==> config.mk <==
export PLATFORM = sky130hd
export DESIGN_NAME = fifo
export DESIGN_NICKNAME = d
export VERILOG_FILES = /design/src/rtl/fifo.sv
export SDC_FILE = /design/constraint.sdc
export NUM_CORES = 1
export LEC_CHECK = 0
export ABC_AREA = 1
export BUFFER_PORTS_ARGS = -buffer_cell sky130_fd_sc_hd__buf_2
export CORE_MARGIN = 3
export CORE_UTILIZATION = 25
export CTS_CLUSTER_SIZE = 25
export DETAILED_ROUTE_END_ITERATION = 16
export PLACE_DENSITY = 0.37
export SETUP_SLACK_MARGIN = 0.1
export SLEW_MARGIN = 10
export SYNTH_ARGS = -nofsm -noshare
export SYNTH_HDL_FRONTEND = slang
export SYNTH_SLANG_ARGS = --single-unit
==> constraint.sdc <==
create_clock -name clk -period 2.2 [get_ports clk]
set_input_delay 0.22 -clock clk [delete_from_list [all_inputs] [get_ports clk]]
set_output_delay 0.22 -clock clk [all_outputs]
set_load 0.05 [all_outputs]
==> src/rtl/fifo.sv <==
// ---------------------------------------------------------------------------
// fifo
//   Nibble-to-byte width adapter with an 8-entry byte store, single clock.
//   Bytes are assembled from two write nibbles, low nibble first. They are
//   read out whole, in write order, on a registered byte port.
//
// Ports
//   clk            rising-edge clock for all state
//   rst            synchronous, active-high reset (priority over all activity)
//   input_valid    Data_In carries a nibble
//   input_enable   write enable; a nibble is offered when valid & enable
//   Data_In        write nibble (DIN_W bits)
//   output_valid   consumer requests a read
//   output_enable  read enable; a read is requested when valid & enable
//   Data_Out       registered read byte (DOUT_W bits), one clock read latency
// ---------------------------------------------------------------------------
module fifo #(
    parameter int DEPTH  = 8,
    parameter int DIN_W  = 4,
    parameter int DOUT_W = 8
) (
    input  logic              clk,
    input  logic              rst,
    input  logic              input_valid,
    input  logic              input_enable,
    input  logic [DIN_W-1:0]  Data_In,
    input  logic              output_valid,
    input  logic              output_enable,
    output logic [DOUT_W-1:0] Data_Out
);

    localparam int PTR_W = $clog2(DEPTH);
    localparam int CNT_W = PTR_W + 1;

    localparam logic [PTR_W-1:0]  PTR_ZERO  = {PTR_W{1'b0}};
    localparam logic [PTR_W-1:0]  PTR_ONE   = PTR_W'(1);
    localparam logic [CNT_W-1:0]  CNT_ZERO  = {CNT_W{1'b0}};
    localparam logic [CNT_W-1:0]  CNT_ONE   = CNT_W'(1);
    localparam logic [CNT_W-1:0]  CNT_FULL  = CNT_W'(DEPTH);
    localparam logic [DIN_W-1:0]  NIB_ZERO  = {DIN_W{1'b0}};
    localparam logic [DOUT_W-1:0] WORD_ZERO = {DOUT_W{1'b0}};

    logic [DOUT_W-1:0] ram_r [DEPTH];
    logic [PTR_W-1:0]  pos_write_r;
    logic [PTR_W-1:0]  pos_read_r;
    logic [CNT_W-1:0]  count_r;
    logic              writelow_r;
    logic [DIN_W-1:0]  low_nibble_r;
    logic [DOUT_W-1:0] data_out_r;

    logic              full_s;
    logic              empty_s;
    logic              wr_s;
    logic              rd_s;
    logic              commit_s;
    logic [CNT_W-1:0]  count_nxt_s;

    assign Data_Out = data_out_r;

    // Accept/commit decode; full and empty both use the pre-edge count, so a
    // read never frees space for the same cycle and there is no bypass.
    always_comb begin
        full_s   = (count_r == CNT_FULL);
        empty_s  = (count_r == CNT_ZERO);
        wr_s     = input_valid & input_enable & ~full_s;
        rd_s     = output_valid & output_enable & ~empty_s;
        commit_s = wr_s & ~writelow_r;
    end

    // Next occupancy: a commit and a read in the same cycle cancel out.
    always_comb begin
        count_nxt_s = count_r;
        case ({commit_s, rd_s})
            2'b10:   count_nxt_s = count_r + CNT_ONE;
            2'b01:   count_nxt_s = count_r - CNT_ONE;
            default: count_nxt_s = count_r;
        endcase
    end

    // Nibble assembly: the low nibble is held until its high partner arrives.
    // Reset drops any pending low nibble.
    always_ff @(posedge clk) begin
        if (rst) begin
            writelow_r   <= 1'b1;
            low_nibble_r <= NIB_ZERO;
        end else if (wr_s) begin
            if (writelow_r) begin
                low_nibble_r <= Data_In;
                writelow_r   <= 1'b0;
            end else begin
                writelow_r   <= 1'b1;
            end
        end
    end

    // Byte storage: cleared on reset, written when a high nibble commits.
    always_ff @(posedge clk) begin
        if (rst) begin
            for (int i = 0; i < DEPTH; i++) begin
                ram_r[i] <= WORD_ZERO;
            end
        end else if (commit_s) begin
            ram_r[pos_write_r] <= {Data_In, low_nibble_r};
        end
    end

    // Pointers wrap naturally because DEPTH is a power of two.
    always_ff @(posedge clk) begin
        if (rst) begin
            pos_write_r <= PTR_ZERO;
            pos_read_r  <= PTR_ZERO;
            count_r     <= CNT_ZERO;
        end else begin
            if (commit_s) begin
                pos_write_r <= pos_write_r + PTR_ONE;
            end
            if (rd_s) begin
                pos_read_r <= pos_read_r + PTR_ONE;
            end
            count_r <= count_nxt_s;
        end
    end

    // Registered read port: holds its value when no read is accepted.
    always_ff @(posedge clk) begin
        if (rst) begin
            data_out_r <= WORD_ZERO;
        end else if (rd_s) begin
            data_out_r <= ram_r[pos_read_r];
        end
    end

endmodule

# Word-level counts from Yosys, hierarchy flattened
# Memories as Yosys holds them, arrays and structs flattened. A register that Yosys moved wholly into a read port is not among the register bits.
# Cells that the tools add are included.
# totals
ff_bits	15
mem_bits_rw	64
input_bits	10
out_inout_bits	8
memories	1
# classes
n_addsub	4
n_eq_ne	3
mux	10
bitwise_logic	8
n_reduce_logical	4
# memory_table
name	words	width	read_ports	rd_clocked_by_memory_dff	write_ports	line	rtl
ram_r	8	8	1	1	8	43	logic [DOUT_W-1:0] ram_r [DEPTH];
# ops
operator	n
8-bit two-way mux	1
4-bit one-hot mux with 2 select lines	1
8-bit OR reduction	1
1-bit two-way mux	7
3-bit by 1-bit adder with 3-bit output (second input constant)	2
1-bit AND	5
4-bit by 1-bit adder with 4-bit output (second input constant)	1
4-bit == test (second input constant)	1
4-bit logical NOT	1
4-bit by 1-bit subtractor with 4-bit output (second input constant)	1
3-bit two-way mux	1
1-bit NOT	3
2-bit by 1-bit == test with 1-bit output (second input constant)	1
2-bit == test (second input constant)	1
2-bit AND reduction	1
2-bit nonzero test	1

# Depth between registers and ports, before layout
# Gate-level depths: netlist (run 1).
# depth
ltp_word	9
ltp_mapped	15
mapped_depth_nobuf	14

# Least setup slack after synthesis (run 1)
# OpenSTA, ideal clock, no wires.
# synth_path
path_kind	register to register
from	register count_r[0]
to	register count_r[2]
setup_time_ps	115
arrival_ps	1793
slack_ps	291
path_stages_with_launch	14
path_buffers	1
period_less_slack_ps	1909
cell_sequence	dfxtp_1 -> nor2_1 -> nand3_2 -> nand3b_4 -> buf_2 -> ha_1 -> nand2_1 -> inv_1 -> nor2_1 -> ha_1 -> a21oi_1 -> xnor2_1 -> o21ai_0 -> inv_1
# synth_between
elab_chain_len	6
word_cells_on_any_way	13
cone_classes	add/sub (2); eq/ne (3); mux (1); bitwise (5); reduce/logical (2)
# synth_lines
element	line	rtl
start, declared	46	logic [CNT_W-1:0] count_r;
start signal, assigned	120	count_r <= count_nxt_s;
4-bit == test	63	full_s = (count_r == CNT_FULL);
1-bit NOT	65	wr_s = input_valid & input_enable & ~full_s;
1-bit AND	65	
1-bit AND	67	commit_s = wr_s & ~writelow_r;
2-bit by 1-bit == test with 1-bit output / 2-bit == test (equally long branches)	73	case ({commit_s, rd_s})
4-bit one-hot mux with 2 select lines / 2-bit nonzero test (equally long branches)	-	
# Parallel ways exist; a longest one is shown, timed or not.
# A chain may end at the register's enable or synchronous reset.

==> summary.md, run 1 <==
| Metric | Value |
|---|---|
| Status | `completed` |
| Cell Rows | `47` |
| Clk_lat worst skew | `0.35 ns` |
| Overall power | `4.23 mW` |
| Routability Congestion | `0.785` |
| HP Class | `primary input to flip-flop` |
| GRT Total Usage | `0.129` |
| Vias in the first global route | `3251` |
| Grt ovf | `0` |
| Nets | `524` |
| Worst slew margin | `0.598` |
| Post-route ant nets | `0` |
| Post-CTS Hold Buffers | `0` |
| Hold slack | `0.176 ns` |
| # port buffers | `17` |
| RR Endpoint | `ram_r[7][7]` |
| Hold depth | `3` |
| Synth Cell Area | `4390 µm²` |
| Root buf cell | `clkbuf_16` |
| Avg Cell Area, Syn | `9.18 µm²` |
| Final TNS setup | `0 ns` |
| Synthesized instance count | `478` |
| Via count | `3234` |
| Worst-Margin Slew | `0.602 ns` |
| CTS tree | `done` |
| Hold Vio Cnt, Final | `0` |
| RR Startpoint | `count_r[0]` |
| First-pass GRT wire length | `19000 µm` |
| Final max-slew violation count | `0` |
| Seq/Total Area, Yosys | `0.543` |
| First-pass DRT Iterations | `5` |
| Layout cell share with drive strength beyond 1 | `0.206` |
| Total die area | `19200 µm²` |
| Fin crit period | `1.87 ns` |
| Initial DRC count | `233` |
| Die Span Y | `138 µm` |
| Yosys warns | `0` |
| Initial core utilization | `0.260` |
| CTS Buffer Depth | `2` |
| Syn Nets | `493` |
| Worst hold endpoint | `low_nibble_r[0]` |
| Total power divided by cell area | `819 nW/µm²` |
| Clock skew | `0.00922 ns` |
| Most common cell after layout, fill and taps aside | `nand2_1` |
| Crit. End Element | `flip-flop` |
| Final period util | `0.849` |
| Final setup violation count | `0` |
| Chip Width | `138 µm` |
| Critical path arrival | `1.93 ns` |
| Clk slew on worst S/H paths | `0.07 ns` |
| Fmax | `536 MHz` |
| Inserted Clock Buffers | `9` |
| Post-DP HPWL | `8380 µm` |
| I/O pin cnt | `18` |
| Req. time, crit path | `2.26 ns` |
| Via/cell ratio | `4.41` |
| Pleak | `2.03 nW` |
| RSZ-0062 raised after global routing | `no` |
| Pin count of the biggest net entering global routing | `33` |
| Avg WL per Cell | `16.4 µm` |
| Initial antenna violation count | `0` |
| Ant diodes | `0` |
| #FFs+latches synth | `87` |
| R2r setup slk | `0.33 ns` |
| Max-cap violations | `0` |
| Residual DRC | `0` |
| P&R area growth vs syn | `17.8%` |
| HP Start | `Data_In[0]` |
| Core area | `16900 µm²` |
| Max FO, Critical Path | `9` |
| CTS H-tree depth | `3` |
| Worst r2r path cells | `7` |
| WL final | `12000 µm` |
| Worst setup path class | `flip-flop to flip-flop` |
| Max VDD drop | `0.389 mV` |
| Sink count of the clock tree | `87` |
| Unique cell type count in the Yosys netlist | `22` |
| Startpoint Class | `flip-flop` |
| Most frequent cells in the layout | `113 x nand2_1, 68 x inv_1, 64 x edfxtp_1` |
## how the worst max path moves through the flow
stage,start,to,slack [ns],cells past startpoint
final,count_r[0],ram_r[7][7],0.33,7
after global routing,count_r[0],count_r[2],0.11,13
after CTS,count_r[0],count_r[2],0.28,12
after detailed placement,count_r[0],count_r[2],0.28,12
after global placement,count_r[0],count_r[2],0.31,12
after floorplan,count_r[0],count_r[2],0.29,13
## flip-flops by register name, summed over array words and instances, names as in the netlist
| register | cells |
|---|---|
| count_r | 4 |
| Data_Out | 8 |
| low_nibble_r | 4 |
| pos_read_r | 3 |
| pos_write_r | 3 |
| writelow_r | 1 |
| ram_r | 64 |
## worst max-delay path: stages, from the launching register on
cell and delay (ns):
dfxtp_1 0.40, nor2_2 0.07, nand3_2 0.10, nand3b_4 0.11, buf_4 0.16, buf_4 0.16
o21ai_0 0.33, buf_4 0.24
## cells in the mapped netlist
cell	instances	area [µm²]
buf_2	10	50.1
nand2_1	113	424
nand3_1	56	280
nor2_1	17	63.8
edfxtp_1	64	1920
nor2_4	1	11.3
ha_1	5	62.6
or2_2	1	6.26
nor3_2	40	400
clkinv_1	6	22.5
inv_1	68	255
xnor2_1	3	26.3
nand3_2	1	10.0
o21ai_0	18	90.1
nand3b_4	1	20.0
clkbuf_1	8	30.0
xor2_1	2	17.5
inv_2	1	3.75
dfxtp_1	23	460
nor3_1	16	80.1
a21oi_1	19	95.1
buf_6	5	56.3
## repair_timing
action / 4_1_cts / 5_1_grt
endpoints found under the setup margin: 0 / 1
buffers inserted: 0 / 2
resized for setup: 0 / 4
## report_power, final
part / internal [mW] / switching (mW) / total, mW
clock network: 1.02 / 0.665 / 1.69
registers: 1.84 / 0.0411 / 1.88
logic: 0.196 / 0.469 / 0.665
total: 3.06 / 1.18 / 4.23
## metrics by stage
| step | cells | util | worst slack (ns) | instance area [µm²] |
|---|---|---|---|---|
| 6_report | 734 | 0.306 | 0.333 | 5170 |
| 5_1_grt | 734 | 0.306 | 0.107 | 5170 |
| 4_1_cts | 732 | 0.305 | 0.279 | 5150 |
| 3_5_place_dp | 716 | 0.285 | 0.280 | 4820 |
| 3_3_place_gp | 716 | 0.285 | 0.310 | 4820 |
| 2_1_floorplan | 478 | - | 0.291 | 4390 |
## cells by family after synthesis
family                     Yosys count  synth area share
AOI/OAI and AO/OA                   37            0.0422
xor gates and xnor gates             5           0.00998
adders and majority gates            5            0.0143
buffers and inverters               98            0.0952
DFF                                 87             0.543
and+or+nand+nor                    246             0.295
## area by class of cell
class	count	area [µm²]
sequential	87	2380
clock buffer	13	283
multi-input combinational	293	1590
inverter	75	282
fill	1802	11700
clock inverter	3	46.3
timing repair buffer	43	305
tap	220	275
## layer usage
metal	GRT usage	vias up	part of all wire
li1	-	1634	-
met1	0.192	1531	0.50
met2	0.186	58	0.44
met3	0.0345	11	0.050
met4	0.0296	0	0.012
met5	0	-	0
No activity file was read; power rests on OpenSTA's default activity.
==> inputs of run 2 (changes only) <==
PLACE_DENSITY = 0.38   (was 0.37)
clock period = 1.65 ns   (was 2.2 ns; I/O delays follow)
==> run 2 against run 1 <==
Effect of this change: register-to-register slack got worse by 0.34 ns; setup slack got worse by 0.34 ns; fmax is 13% higher; the flow now finishes with violations (setup timing); sequential share of layout area shrank 7.4 points.
==> summary.md, run 2 (same netlist as run 1, synthesis figures left out) <==
| Metric | Value |
|---|---|
| First-pass GRT wire length | `19800 µm (+4.0%)` |
| Max-cap violations | `0 (unchanged)` |
| CTS tree | `done` |
| Via/cell ratio | `4.44 (+0.67%)` |
| Most frequent CP cell | `nor2_4` |
| Fin util | `0.366 (+0.0596)` |
| Via count | `3402 (+5.2%)` |
| Startpoint Class | `flip-flop` |
| Pin count of the biggest net entering global routing | `36 (+9.1%)` |
| Residual DRC | `0 (unchanged)` |
| R2r setup slk | `-0.006 ns (-0.34 ns)` |
| Final period util | `1.00 (+0.155)` |
| Clk slew on worst S/H paths | `0.06 ns (about the same)` |
| Critical path arrival | `1.90 ns (-0.03 ns)` |
| Most frequent cells in the layout | `111 x nand2_1, 65 x inv_1, 64 x edfxtp_1` |
| Inserted Clock Buffers | `9 (unchanged)` |
| Vias in the first global route | `3286 (+1.1%)` |
| Sink count of the clock tree | `87 (unchanged)` |
| Dpl ws | `-0.0809 ns (-0.361 ns)` |
| Routability Congestion | `0.789 (+0.47%)` |
| Layout cell share with drive strength beyond 1 | `0.347 (+0.141)` |
| Fin crit period | `1.66 ns (-0.212 ns)` |
| Total die area | `19200 µm² (unchanged)` |
| Largest Register | `ram_r` |
| Worst-Margin Slew | `0.834 ns (+0.232 ns)` |
| Worst-path cell chain | `nor2_4 > nand3_2 > nand3_2 > inv_2 > ha_4 > nor2_4 > nor2_4 > ha_4 > a21oi_2 > xnor2_1 > o21ai_1 > inv_1` |
| Filler cells | `1689 (-6.3%)` |
| Max FO, Critical Path | `3 (-6)` |
| Fmax | `604 MHz (+13%)` |
| Hold slack | `0.125 ns (-0.0516 ns)` |
| Root buf cell | `clkbuf_16` |
| Worst slew margin | `0.443 (-0.155)` |
| Avg WL per Cell | `17.0 µm (+4.1%)` |
| Initial core utilization | `0.260 (unchanged)` |
| Final setup violation count | `1 (+1)` |
| P&R area growth vs syn | `40.7%` |
| First-pass DRT Iterations | `4 (-1)` |
| Crit. End Element | `flip-flop` |
| Most common cell after layout, fill and taps aside | `nand2_1` |
| Pleak | `2.60 nW (+28%)` |
| Failing checks | `setup timing` |
| RSZ-0062 raised after global routing | `yes` |
| Chip Width | `138 µm (unchanged)` |
| Worst setup path class | `flip-flop to flip-flop` |
| Req. time, crit path | `1.89 ns (-0.37 ns)` |
| Final max-slew violation count | `0 (unchanged)` |
| Clk_lat worst skew | `0.35 ns (about the same)` |
| Die Span Y | `138 µm (unchanged)` |
| Max VDD drop | `0.675 mV (+74%)` |
| Initial antenna violation count | `0 (unchanged)` |
| Status | `complete, but fails checks` |
| Core area | `16900 µm² (unchanged)` |
| Final TNS setup | `-0.00585 ns (-0.00585 ns)` |
| Post-CTS Hold Buffers | `0 (unchanged)` |
| Hold Vio Cnt, Final | `0 (unchanged)` |
| Slowest Stage Delay on Critical Path | `0.33 ns (-0.07 ns)` |
| Total power divided by cell area | `1010 nW/µm² (+23%)` |
| WL final | `13100 µm (+8.8%)` |
| GRT Total Usage | `0.136 (+0.00691)` |
| Post-route ant nets | `0 (unchanged)` |
| I/O pin cnt | `18 (unchanged)` |
| Clock skew | `0.00609 ns (-0.00313 ns)` |
| Initial DRC count | `226 (-3.0%)` |
| Ant diodes | `0 (unchanged)` |
| # port buffers | `17 (unchanged)` |
| Cell Rows | `47 (unchanged)` |
| Nets | `558 (+6.5%)` |
| Max reg flops | `64 (unchanged)` |
| CTS Buffer Depth | `2 (unchanged)` |
| Slowest library cell on the worst path | `dfxtp_2` |
| CTS H-tree depth | `3 (unchanged)` |
| Final setup margin | `-0.00585 ns (-0.338 ns)` |
| HP Class | `primary input to flip-flop` |
| Post-DP HPWL | `8320 µm (-0.66%)` |
| Grt ovf | `0 (unchanged)` |
## run 2: cell count changes in the layout (fill, tap and decap cells not counted), moves of 12 or more
| cell | before | now |
|---|---|---|
| buf_4 | 24 | 36 |
| nor3_1 | 16 | 0 |
| nor3_2 | 40 | 27 |
| nor3_4 | 0 | 29 |
## run 2: worst paths after layout
kind	from	end	cells past startpoint
worst min register to register	Data_Out[5]	Data_Out[5]	2
worst max register to register	count_r[1]	count_r[2]	12
worst max-delay path	count_r[1]	count_r[2]	12
worst min-delay path	Data_In[1]	low_nibble_r[1]	3
## run 2: power by group
part | switching (mW) | internal (mW) | leakage, nW
clock network | 0.872 | 1.62 | 0.175
registers | 0.0594 | 2.46 | 0.851
logic | 0.784 | 0.432 | 1.57
## run 2: critical path: cells and delay by family, from the launching register on
| kind | cells | cell delay (ns) |
|---|---|---|
| compound gates | 2 | 0.23 |
| xor+xnor | 1 | 0.08 |
| fa+ha+maj | 2 | 0.32 |
| buf+inv | 2 | 0.10 |
| flops | 1 | 0.33 |
| simple gates | 5 | 0.49 |
## run 2: repair_timing
item / 4_1_cts / 5_1_grt
buffers inserted: 2 / 6
pin swaps: 8 / 11
resized for setup: 24 / 103
endpoints found under the setup margin: 117 / 132
cloned: 1 / 5
## run 2: through the flow
step / cell area [µm²] / cells / total power [mW]
floorplan: 4430 / 478 / 3.19
global placement: 5050 / 738 / 3.58
detailed placement: 5050 / 738 / 3.58
CTS: 5540 / 756 / 6.22
global route: 6170 / 767 / 6.53
finish: 6170 / 767 / 6.23
## run 2: per-layer routing
| metal | up-vias | global-route usage | share of wire |
|---|---|---|---|
| met2 | 62 | 0.205 | 0.47 |
| met1 | 1625 | 0.193 | 0.47 |
| met3 | 13 | 0.0369 | 0.041 |
| met5 | - | 0 | 0 |
| li1 | 1702 | - | - |
| met4 | 0 | 0.0343 | 0.015 |
## run 2: area by class of cell
cell class	count	area, µm²	share of cell area
Clock inverter	6	134	0.0217
Sequential cell	87	2390	0.387
Timing Repair Buffer	76	772	0.125
Tap cell	220	275	0.0446
Timing Repair inverter	1	16.3	0.00263
Clock buffer	9	225	0.0365
Multi-Input combinational cell	293	2060	0.334
Inverter	75	297	0.0480
==> inputs of run 3 (changes only) <==
CAP_MARGIN = 20   (was default)
MAX_ROUTING_LAYER = met4   (was default)
SETUP_SLACK_MARGIN = 0.5   (was 0.1)
==> run 3 against run 2 <==
Effect of this change: the run now ends clean; cell count grew 1.4%; cell area grew 4.0%; sequential cell count is the same; critical path depth grew 1; highest routed layer unchanged; critical endpoint unchanged; non-clock buffer count grew 10; total power shrank 1.4%.
==> summary.md, run 3 (same netlist as run 1, synthesis figures left out) <==
| Metric | Value |
|---|---|
| Clk slew on worst S/H paths | `0.07 ns (about the same)` |
| RSZ-0062 raised after global routing | `yes` |
| HP Start | `Data_In[0]` |
| Max reg flops | `64 (unchanged)` |
| Hold Vio Cnt, Final | `0 (unchanged)` |
| Req. time, crit path | `1.89 ns (about the same)` |
| Pleak | `2.63 nW (+1.1%)` |
| Post-route ant nets | `0 (unchanged)` |
| Total die area | `19200 µm² (unchanged)` |
| First-pass DRT Iterations | `5 (+1)` |
| GRT Total Usage | `0.144 (+0.00808)` |
| Dpl ws | `-0.0659 ns (+0.0150 ns)` |
| First-pass GRT wire length | `20400 µm (+3.2%)` |
| Fmax | `608 MHz (+0.60%)` |
| Slowest Stage Delay on Critical Path | `0.33 ns (about the same)` |
| HP Class | `primary input to flip-flop` |
| Largest Register | `ram_r` |
| Final setup violation count | `0 (-1)` |
| Chip Width | `138 µm (unchanged)` |
| WL final | `13600 µm (+4.5%)` |
| Startpoint Class | `flip-flop` |
| Grt ovf | `0 (unchanged)` |
| Max-cap violations | `0 (unchanged)` |
| CTS Buffer Depth | `2 (unchanged)` |
| CP delay by family, top | `simple AND/OR/NAND/NOR gates` |
| Total power divided by cell area | `957 nW/µm² (-5.2%)` |
| Cell Rows | `47 (unchanged)` |
| Worst r2r path cells | `13 (+1)` |
| Clock skew | `0.00781 ns (+0.00172 ns)` |
| Pin count of the biggest net entering global routing | `25 (-31%)` |
| Most frequent cells in the layout | `105 x nand2_1, 64 x inv_1, 64 x edfxtp_1` |
| I/O pin cnt | `18 (unchanged)` |
| Worst hold endpoint | `low_nibble_r[0]` |
| Inserted Clock Buffers | `9 (unchanged)` |
| Initial DRC count | `190 (-16%)` |
| Post-DP HPWL | `8720 µm (+4.7%)` |
| RR Endpoint | `count_r[2]` |
| Worst-Margin Slew | `0.658 ns (-0.176 ns)` |
| RR Startpoint | `count_r[1]` |
| Final max-slew violation count | `0 (unchanged)` |
| # port buffers | `17 (unchanged)` |
| Buf+Inv Stages, Crit Path | `3 (+1)` |
| Layout cell share with drive strength beyond 1 | `0.419 (+0.0720)` |
| Crit. End Element | `flip-flop` |
| Via count | `3514 (+3.3%)` |
| Worst-path cell chain | `nor2_4 > nand3_2 > nand3_2 > inv_2 > ha_4 > nand2_2 > inv_2 > nor2_4 > ha_4 > a21oi_4 > xnor2_1 > o21ai_1 > inv_1` |
| CTS tree | `done` |
| Vias in the first global route | `3480 (+5.9%)` |
| Slowest library cell on the worst path | `dfxtp_2` |
| Clk_lat worst skew | `0.35 ns (about the same)` |
| Post-CTS Hold Buffers | `0 (unchanged)` |
| Die Span Y | `138 µm (unchanged)` |
| Final setup margin | `0.00409 ns (+0.00993 ns)` |
| Initial core utilization | `0.260 (unchanged)` |
| Fin util | `0.380 (+0.0145)` |
| Sink count of the clock tree | `87 (unchanged)` |
| R2r setup slk | `0.004 ns (about the same)` |
| Final period util | `0.998 (-0.00602)` |
| Critical path arrival | `1.88 ns (-0.02 ns)` |
| Hold depth | `3 (unchanged)` |
| Worst setup path class | `flip-flop to flip-flop` |
| CTS H-tree depth | `3 (unchanged)` |
| Core area | `16900 µm² (unchanged)` |
| Max VDD drop | `0.477 mV (-29%)` |
| Ant diodes | `0 (unchanged)` |
| Root buf cell | `clkbuf_16` |
| Via/cell ratio | `4.52 (+1.8%)` |
| Worst slew margin | `0.561 (+0.118)` |
| Fin crit period | `1.65 ns (-0.00993 ns)` |
| Status | `completed` |
| Max FO, Critical Path | `3 (unchanged)` |
| Nets | `568 (+1.8%)` |
| Residual DRC | `0 (unchanged)` |
| P&R area growth vs syn | `46.3%` |
| Most common cell after layout, fill and taps aside | `nand2_1` |
| Routability Congestion | `0.793 (+0.56%)` |
| Avg WL per Cell | `17.5 µm (+3.0%)` |
| Initial antenna violation count | `0 (unchanged)` |
| Filler cells | `1675 (-0.83%)` |
[run 3: what timing repair did]
item,CTS,global route
setup buffers,5,10
endpoints found under the hold margin,0,0
gates resized for setup,50,101
endpoints found under the setup margin,151,153
pin swaps,17,11
cloned,3,6
[run 3: per-stage QoR]
step	area, µm²	hold WS [ns]	std cells	power [mW]	TNS (ns)
after floorplan	4580	0.234	478	3.21	-1.42
after global placement	5150	0.427	738	3.59	-0.0407
after detailed placement	5150	0.434	738	3.60	-0.182
after CTS	5780	0.0999	762	6.06	0
after global routing	6420	0.0978	778	6.43	-1.05
final	6420	0.102	778	6.14	0
[run 3: metal layers]
layer | track usage | share of wire
met1 | 0.195 | 0.46
met2 | 0.216 | 0.47
met3 | 0.0363 | 0.047
met4 | 0.0338 | 0.016
met5 | - | 0
[run 3: area by class of cell]
class | instances | area, µm² | share of cell area
tap | 220 | 275 | 0.0429
inverter | 75 | 319 | 0.0497
clock inverter | 6 | 85.1 | 0.0133
timing repair buffer | 86 | 941 | 0.147
multi-input combinational | 293 | 2160 | 0.337
clock buffer | 10 | 229 | 0.0357
timing repair inverter | 1 | 11.3 | 0.00175
sequential | 87 | 2400 | 0.374
[run 3: power by group]
part	leakage [nW]	internal, mW	switching (mW)
Combinational	1.63	0.553	0.847
Sequential	0.852	2.46	0.0697
Clock	0.150	1.32	0.891
[run 3: worst min-delay path, delay by kind of cell]
kind | cells | cell delay [ns]
AO/OA/AOI/OAI | 2 | 0.16
buffers and inverters | 1 | 0.09
[run 3: worst max path at each step]
stage	start	endpoint	slack, ns	depth (start not counted)
floorplan	count_r[1]	count_r[2]	-0.09	14
global placement	count_r[1]	count_r[2]	-0.03	13
detailed placement	count_r[1]	count_r[2]	-0.07	13
CTS	count_r[0]	count_r[2]	0.01	12
global route	count_r[1]	count_r[2]	-0.11	13
finish	count_r[1]	count_r[2]	0.004	13
